--- src/rtl/regfile_writeback_pkg.sv ---
// Shared definitions for the register-file writeback path: widths and
// instruction field positions used by regfile_writeback and its FIFO.
package regfile_writeback_pkg;

  localparam int unsigned XLEN_DEF = 64;
  localparam int unsigned REG_AW   = 5;

  localparam int unsigned RD_LSB   = 7;
  localparam int unsigned RS1_LSB  = 15;
  localparam int unsigned RS2_LSB  = 20;

  typedef logic [REG_AW-1:0] reg_addr_t;

endpackage

--- src/rtl/regfile_writeback_wb_fifo.sv ---
// In-order writeback FIFO: circular storage, pointers, count and status.
// With WB_BYPASS_EN defined it also exposes every entry in age order.
module regfile_writeback_wb_fifo
  import regfile_writeback_pkg::*;
#(
  parameter int unsigned DEPTH = 4,
  parameter int unsigned XLEN  = XLEN_DEF
) (
  input  logic                     clk_i,
  input  logic                     rst_ni,
  input  logic                     push_i,
  input  logic                     pop_i,
  input  logic [REG_AW-1:0]        rd_i,
  input  logic [XLEN-1:0]          data_i,
  output logic [REG_AW-1:0]        head_rd_o,
  output logic [XLEN-1:0]          head_data_o,
  output logic [$clog2(DEPTH):0]   count_o,
  output logic                     empty_o,
  output logic                     full_o
`ifdef WB_BYPASS_EN
  ,
  output logic [DEPTH-1:0]             ent_valid_o,
  output logic [DEPTH-1:0][REG_AW-1:0] ent_rd_o,
  output logic [DEPTH-1:0][XLEN-1:0]   ent_data_o
`endif
);

  localparam int unsigned PW = $clog2(DEPTH);
  localparam int unsigned CW = PW + 1;

  logic [REG_AW-1:0] rd_mem   [DEPTH];
  logic [XLEN-1:0]   data_mem [DEPTH];

  logic [PW-1:0] wptr_q, wptr_d;
  logic [PW-1:0] rptr_q, rptr_d;
  logic [CW-1:0] cnt_q,  cnt_d;
  logic          do_push, do_pop;

  assign empty_o = (cnt_q == '0);
  assign full_o  = (cnt_q == CW'(DEPTH));
  assign count_o = cnt_q;

  assign do_push = push_i && !full_o;
  assign do_pop  = pop_i && !empty_o;

  assign head_rd_o   = rd_mem[rptr_q];
  assign head_data_o = data_mem[rptr_q];

  always_comb begin
    wptr_d = wptr_q;
    rptr_d = rptr_q;
    cnt_d  = cnt_q;
    if (do_push) wptr_d = wptr_q + PW'(1);
    if (do_pop)  rptr_d = rptr_q + PW'(1);
    case ({do_push, do_pop})
      2'b10:   cnt_d = cnt_q + CW'(1);
      2'b01:   cnt_d = cnt_q - CW'(1);
      default: cnt_d = cnt_q;
    endcase
  end

  always_ff @(posedge clk_i or negedge rst_ni) begin
    if (!rst_ni) begin
      wptr_q <= '0;
      rptr_q <= '0;
      cnt_q  <= '0;
    end else begin
      wptr_q <= wptr_d;
      rptr_q <= rptr_d;
      cnt_q  <= cnt_d;
    end
  end

  // Storage needs no reset: the head is masked by the top while empty.
  always_ff @(posedge clk_i) begin
    if (do_push) begin
      rd_mem[wptr_q]   <= rd_i;
      data_mem[wptr_q] <= data_i;
    end
  end

`ifdef WB_BYPASS_EN
  // Index 0 is the oldest pending entry, index count-1 the youngest.
  always_comb begin
    ent_valid_o = '0;
    ent_rd_o    = '0;
    ent_data_o  = '0;
    for (int unsigned i = 0; i < DEPTH; i++) begin
      ent_valid_o[i] = (CW'(i) < cnt_q);
      ent_rd_o[i]    = rd_mem[rptr_q + PW'(i)];
      ent_data_o[i]  = data_mem[rptr_q + PW'(i)];
    end
  end
`endif

endmodule

--- src/rtl/regfile_writeback.sv ---
// Writeback buffer feeding the register-file write port, with x0 filtering.
// Define WB_BYPASS_EN to forward pending values onto ReadData1/ReadData2.
module regfile_writeback
  import regfile_writeback_pkg::*;
#(
  parameter int unsigned DEPTH = 4,
  parameter int unsigned XLEN  = XLEN_DEF
) (
  input  logic                   clk,
  input  logic                   reset,
  input  logic                   wb_valid,
  output logic                   wb_ready,
  input  logic [REG_AW-1:0]      wb_rd,
  input  logic [XLEN-1:0]        wb_data,
  input  logic                   drain_en,
  output logic                   RegWrite,
  output logic [REG_AW-1:0]      WriteRegister,
  output logic [XLEN-1:0]        WriteData,
  input  logic [31:0]            instruction,
  input  logic [XLEN-1:0]        ReadData1_in,
  input  logic [XLEN-1:0]        ReadData2_in,
  output logic [XLEN-1:0]        ReadData1,
  output logic [XLEN-1:0]        ReadData2,
  output logic [$clog2(DEPTH):0] count,
  output logic                   empty,
  output logic                   full
);

  logic              push, pop;
  logic [REG_AW-1:0] head_rd;
  logic [XLEN-1:0]   head_data;

`ifdef WB_BYPASS_EN
  logic [DEPTH-1:0]             ent_valid;
  logic [DEPTH-1:0][REG_AW-1:0] ent_rd;
  logic [DEPTH-1:0][XLEN-1:0]   ent_data;
`endif

  assign wb_ready = !full;
  // Writes to x0 complete the handshake but are dropped here.
  assign push     = wb_valid && wb_ready && (wb_rd != '0);
  assign pop      = RegWrite;

  assign RegWrite      = !empty && drain_en;
  assign WriteRegister = empty ? '0 : head_rd;
  assign WriteData     = empty ? '0 : head_data;

  regfile_writeback_wb_fifo #(
    .DEPTH (DEPTH),
    .XLEN  (XLEN)
  ) u_wb_fifo (
    .clk_i       (clk),
    .rst_ni      (reset),
    .push_i      (push),
    .pop_i       (pop),
    .rd_i        (wb_rd),
    .data_i      (wb_data),
    .head_rd_o   (head_rd),
    .head_data_o (head_data),
    .count_o     (count),
    .empty_o     (empty),
    .full_o      (full)
`ifdef WB_BYPASS_EN
    ,
    .ent_valid_o (ent_valid),
    .ent_rd_o    (ent_rd),
    .ent_data_o  (ent_data)
`endif
  );

`ifdef WB_BYPASS_EN
  reg_addr_t rs1, rs2;
  logic      unused_instr;

  assign rs1          = instruction[RS1_LSB +: REG_AW];
  assign rs2          = instruction[RS2_LSB +: REG_AW];
  assign unused_instr = ^{instruction[31:25], instruction[14:0]};

  // Scan oldest to youngest so the youngest matching entry wins.
  always_comb begin
    ReadData1 = ReadData1_in;
    ReadData2 = ReadData2_in;
    for (int unsigned i = 0; i < DEPTH; i++) begin
      if (ent_valid[i] && (rs1 != '0) && (ent_rd[i] == rs1)) ReadData1 = ent_data[i];
      if (ent_valid[i] && (rs2 != '0) && (ent_rd[i] == rs2)) ReadData2 = ent_data[i];
    end
  end
`else
  logic unused_instr;

  assign unused_instr = ^instruction;
  assign ReadData1    = ReadData1_in;
  assign ReadData2    = ReadData2_in;
`endif

endmodule

--- config.mk ---
export PLATFORM = sky130hd
export DESIGN_NAME = regfile_writeback
export DESIGN_NICKNAME = d
export VERILOG_FILES = /design/src/rtl/regfile_writeback_pkg.sv /design/src/rtl/regfile_writeback_wb_fifo.sv /design/src/rtl/regfile_writeback.sv
export SDC_FILE = /design/constraint.sdc
export NUM_CORES = 1
export LEC_CHECK = 0
export ABC_AREA = 1
export CAP_MARGIN = 20
export CORE_UTILIZATION = 40
export CTS_CLUSTER_DIAMETER = 40
export DETAILED_ROUTE_END_ITERATION = 7
export GPL_TIMING_DRIVEN = 0
export PLACE_DENSITY = 0.72
export SETUP_SLACK_MARGIN = 0.1
export SLEW_MARGIN = 5
export SYNTH_ARGS = -nofsm -noshare
export SYNTH_HDL_FRONTEND = slang
export SYNTH_HIERARCHICAL = 1
export SYNTH_SLANG_ARGS = --single-unit
--- constraint.sdc ---
create_clock -name clk -period 4.9 [get_ports clk]
set_input_delay 0.49 -clock clk [delete_from_list [all_inputs] [get_ports clk]]
set_output_delay 0.49 -clock clk [all_outputs]
set_load 0.005 [all_outputs]
# Yosys cells after proc, flatten, opt, wreduce, memory -nomap -nowiden
# Memories as Yosys holds them, arrays and structs flattened.
# Cells that the tools add are included.
[totals] regBits=7 mem_bits_rw=276 wordCells=27 mem_count=2
[op_classes] n_addsub=4 eq_ne=3 mux=5 n_reduce_logical=10
[memory_table] memory="u_wb_fifo.data_mem" depth=4 width=64 read_ports=1 rd_ports_with_merged_regs=0 write_ports=1 line_no="regfile_writeback_wb_fifo.sv:32" source="logic [XLEN-1:0] data_mem [DEPTH];"
[memory_table] memory="u_wb_fifo.rd_mem" depth=4 width=5 read_ports=1 rd_ports_with_merged_regs=0 write_ports=1 line_no="regfile_writeback_wb_fifo.sv:31" source="logic [REG_AW-1:0] rd_mem [DEPTH];"
[op_table] cell="$mux 64" count=1
[op_table] cell="$pmux 3 s2" count=1
[op_table] cell="$logic_and 1x1->1" count=5
[op_table] cell="$mux 5" count=1
[op_table] cell="$reduce_bool 5->1" count=1
[op_table] cell="$add 2x1->2 const B" count=2
[op_table] cell="$add 3x1->3 const B" count=1
[op_table] cell="$eq 3x3->1 const B" count=1
[op_table] cell="$logic_not 3->1" count=1
[op_table] cell="$sub 3x1->3 const B" count=1
[op_table] cell="$eq 2x1->1 const B" count=1
[op_table] cell="$eq 2x2->1 const B" count=1
[op_table] cell="$logic_not 1->1" count=2
[op_table] cell="$mux 1" count=2
[op_table] cell="$reduce_bool 2->1" count=1

# Longest topological paths before layout
[logic_depth] depth_word=7 mapped_depth=16 ltp_nobuf=15

# Hierarchy
# Netlist, hierarchy kept.
[modules_own_cells] module="regfile_writeback_wb_fifo" instances=1 cells_each=866 area_per_inst_um2=11370.9 seq_area_each_um2=8463.1
[modules_own_cells] module="regfile_writeback" instances=1 cells_each=285 area_per_inst_um2=1611.5 seq_area_each_um2=0.0

# Least setup slack after synthesis
# Ideal clock, no wire load.
[synth_path] kind="register to register" from="reg u_wb_fifo.cnt_q[0], in the netlist u_wb_fifo/count_o[0]" to="mem u_wb_fifo/data_mem[0][0] (netlist bit), enable pin" setup_time_ns=0.497 t_arrival_ns=3.928 t_required_ns=4.403 slack_ns=0.475 path_stages_with_launch=9 period_less_slack_ns=4.425 cell_sequence="dfrtp_1 -> inv_1 -> nand3_1 -> inv_1 -> nor2_1 -> nand2_1 -> inv_1 -> nand2_1 -> nor2_1"
[synth_between] elab_chain_len=7
[synth_rtl] element="start: declaration" line_no="regfile_writeback_wb_fifo.sv:36" source="logic [CW-1:0] cnt_q, cnt_d;"
[synth_rtl] element="start signal: assignment" line_no="regfile_writeback_wb_fifo.sv:70" source="cnt_q <= cnt_d;"
[synth_rtl] element="$eq 3x3->1" line_no="regfile_writeback_wb_fifo.sv:40" source="assign full_o = (cnt_q == CW'(DEPTH));"
[synth_rtl] element="named net full" line_no="regfile_writeback.sv:26" source="output logic full"
[synth_rtl] element="$logic_not 1->1" line_no="regfile_writeback.sv:39" source="assign wb_ready = !full;"
[synth_rtl] element="$logic_and 1x1->1 (2 in series)" line_no="regfile_writeback.sv:41" source="assign push = wb_valid && wb_ready && (wb_rd != '0);"
[synth_rtl] element="named net push" line_no="regfile_writeback.sv:29" source="logic push, pop;"
[synth_rtl] element="$logic_and 1x1->1" line_no="regfile_writeback_wb_fifo.sv:43" source="assign do_push = push_i && !full_o;"
[synth_rtl] element="$mux 1" line_no="regfile_writeback_wb_fifo.sv:76" source="if (do_push) begin"
[synth_rtl] element="$mux 1 (not written as such)" line_no="regfile_writeback_wb_fifo.sv:78" source="data_mem[wptr_q] <= data_i;"
[synth_rtl] element="end: declaration" line_no="regfile_writeback_wb_fifo.sv:32"
# The timed path passes the listed nets, and every way through them passes these cells.

# Worst setup path in the final report
[layout_path] from="reg u_wb_fifo.rptr_q[1]" to="out WriteData[11]"
[layout_between] elab_chain_len=2
[layout_rtl] element="start: declaration" line_no="regfile_writeback_wb_fifo.sv:35" source="logic [PW-1:0] rptr_q, rptr_d;"
[layout_rtl] element="start signal: assignment" line_no="regfile_writeback_wb_fifo.sv:69" source="rptr_q <= rptr_d;"
[layout_rtl] element="$mem_v2 4x64"
[layout_rtl] element="named net head_data[11]" line_no="regfile_writeback.sv:31" source="logic [XLEN-1:0] head_data;"
[layout_rtl] element="$mux 64" line_no="regfile_writeback.sv:46" source="assign WriteData = empty ? '0 : head_data;"
[layout_rtl] element="end: declaration" line_no="regfile_writeback.sv:18" source="output logic [XLEN-1:0] WriteData,"
# The timed path passes the listed nets, and every way through them passes these cells.

==> impl_metrics.toml <==
[clocking]
clk_latency_ps = 510
clock-sinks = 283
cts_resized = 0
clockRootBuffer = "clkbuf_16"
cts_buffer_depth = 3
numCtsBuffers = 38
clk_pin_slew_ps = 60
cts_tree = "built"
postCtsSetupBuffers = 0
htree_num_levels = 2
ctsHoldBuffers = 0

[synthesis]
yosysSeqAreaShare_pct = 65.2
yosysMostFrequentCell = "edfxtp_1"
syn_nets = 1390
yosys.area.top_type = "edfxtp_1"
yosys_most_used_dff = "edfxtp_1"
ys_warn_count = 6
synth_cells = 1151
ys_async_sr_fraction_pct = 2.47
netlist.area_leader.share_pct = 63.8
synth_edf_count = 276
synth-seq-cells = 283
syn_area_um2 = 13000
ys_types = 17
synth.area.top_cells = "edfxtp_1, o211ai_1, buf_4"
synth_area_per_cell_um2 = 11.3
synth_common_cells = "edfxtp_1, inv_1, nand2_1"

[global_route]
overflow = 0
grt_pass1_wl_um = 51000
grt_pass1_vias = 9108
grt_usage_pct = 20.3
antenna_found_initial = 4
grt_max_degree = 29

[setup_path]
end_kind = "primary output"
reg2reg_depth = 9
criticalPathCategory = "reg -> out"
arrival_ps = 2690
crit_required_ps = 4410
cp_max_fo = 10
critPathLaunchType = "flop"

[power]
switching_share_pct = 34.1
ir_drop_mv = 0.509
p_seq_share_pct = 31.9
total_power_mw = 10.3
power_leakage_nw = 7.44
p_per_area_nw_per_um2 = 581
clkPwrFrac_pct = 25.7
switchingPower_mw = 3.51
combPwrFrac_pct = 42.4
p_int_mw = 6.79

[min_path]
min_path_type = "in -> async"

[job]
drv_cap = 0

[timing]
finalSetupViolations = 0
fmaxAchievable_ghz = 0.314
max_slew_margin_pct = 37.9
rsz0062_at_grt = "false"
setup_tns_ps = 0
fin_worst_skew_ps = 9.03
hold_viol = 0
tightest_slew_ps = 929
layout_min_cycle_time_ps = 3180
slew_violations = 0
post-route-period-util_pct = 64.9

[place]
gp_congestion = 0.884
io_buffer_count = 276
place_area_um2 = 16500
hpwl_um = 23600

[cells_and_area]
drive_gt1_share_pct = 16.4
fin_nets = 1715
fin_area_um2 = 17700
synthToLayoutAreaGrowth_pct = 36.5

[detailed_routing]
vias_per_cell = 4.67
drt_pass1_iterations = 4
ant_nets = 0
initialDrtViolationCount = 439
drc = 0
wirelength_um = 34100
vias = 8916
wl_per_cell_um = 17.9

[status]
status = "finished clean"

[floorplanning]
ios = 437
initial_core_util_pct = 40.9
fp.dieArea_um2 = 33200
die_x_um = 182
die-height_um = 182
coreArea_um2 = 31700
rows = 65
## power groups by stage
stage / clock (mW) / combinational (mW) / sequential (mW)
6_report: 2.65 / 4.37 / 3.29
2_1_floorplan: 0 / 2.19 / 3.36
4_1_cts: 2.70 / 4.44 / 3.29
3_5_place_dp: 0 / 4.40 / 3.34
5_1_grt: 2.79 / 4.79 / 3.33
3_3_place_gp: 0 / 4.22 / 3.42
## layout make-up
type / count / area (um2)
Tap cell: 402 / 503
Clock inverter: 24 / 208
Fill cell: 2605 / 14000
Clock buffer: 44 / 1040
Sequential cell: 283 / 8460
Timing Repair Buffer: 285 / 2960
Multi-Input combinational cell: 457 / 2340
Antenna cell: 2 / 5.00
Inverter: 230 / 863
Buffer: 181 / 1340
## routing by layer
metal,track usage (%),part of all wire (%),up-vias
met4,7.50,2.7,2
li1,-,-,4322
met3,4.09,6.4,67
met5,0,0.038,-
met2,37.6,52,330
met1,23.1,39,4195
## critical path, cell delays in order (launching register included)
cell             delay (ps)
dfrtp_1                 330
buf_2                   260
clkbuf_1                490
o211ai_1                200
nand2_1                 100
inv_1                    50
nor2_1                  200
clkdlybuf4s50_1         560
## flip-flops by register name, summed over array words and instances, names as in the netlist
register and cells:
u_wb_fifo/count_o 3, u_wb_fifo/wptr_q 2, u_wb_fifo/rd_mem 20, u_wb_fifo/data_mem 256, u_wb_fifo/rptr_q 2
## layout by cell type, fill, tap and decap left out
| cell | Yosys | final |
|---|---|---|
| clkdlybuf4s50_1 | 0 | 276 |
| edfxtp_1 | 276 | 276 |
| inv_1 | 228 | 228 |
| nand2_1 | 225 | 225 |
| o211ai_1 | 138 | 138 |
| buf_4 | 128 | 128 |
| nor2_1 | 77 | 73 |
| clkbuf_16 | 0 | 41 |
| buf_6 | 21 | 21 |
| buf_2 | 21 | 21 |
| clkbuf_1 | 11 | 14 |
| nand3_1 | 8 | 8 |
| clkinv_2 | 0 | 7 |
| dfrtp_1 | 7 | 7 |
| buf_12 | 0 | 7 |
| clkinvlp_4 | 0 | 5 |
| ha_1 | 5 | 5 |
| inv_6 | 0 | 4 |
| nor2_4 | 0 | 4 |
| clkinv_1 | 0 | 3 |
| diode_2 | 0 | 2 |
| bufinv_16 | 0 | 2 |
| clkinv_4 | 0 | 2 |
| inv_2 | 2 | 2 |
| buf_16 | 0 | 2 |
| inv_8 | 0 | 1 |
| o21ai_0 | 1 | 1 |
| xnor2_1 | 1 | 1 |
| nand4_1 | 1 | 1 |
| fa_1 | 1 | 1 |
## through the flow
step	hold WS [ps]	std cells	util, %	worst slack (ps)
2_1_floorplan	194	1151	-	475
3_5_place_dp	496	1838	51.9	1770
6_report	257	1908	55.9	1720
3_3_place_gp	488	1829	51.2	-2490
5_1_grt	259	1908	55.9	1630
4_1_cts	240	1906	55.9	1710
## worst paths after layout
kind	start	to	slack (ps)
worst min-delay path	reset	u_wb_fifo/count_o[0]	260
worst max register to register	u_wb_fifo/count_o[1]	u_wb_fifo/data_mem[0][30]	2160
worst max-delay path	u_wb_fifo/rptr_q[1]	WriteData[11]	1720
max in group asynchronous	reset	u_wb_fifo/rptr_q[1]	4390
min in group clk	u_wb_fifo/count_o[0]	u_wb_fifo/count_o[0]	510
worst min register to register	u_wb_fifo/count_o[0]	u_wb_fifo/count_o[0]	510
## kinds of logic (layout without fill, tap and decap cells)
family	after synthesis	after routing	share of synthesized area (%)
AO/OA/AOI/OAI	139	139	8.02
XOR/XNOR	1	1	0.0675
adder cells (fa/ha/maj)	6	6	0.636
buffers and inverters	411	764	17.0
flip-flops	283	283	65.2
other	0	2	0
AND/OR/NAND/NOR	311	311	9.09
(Power assumes the default switching activity.)
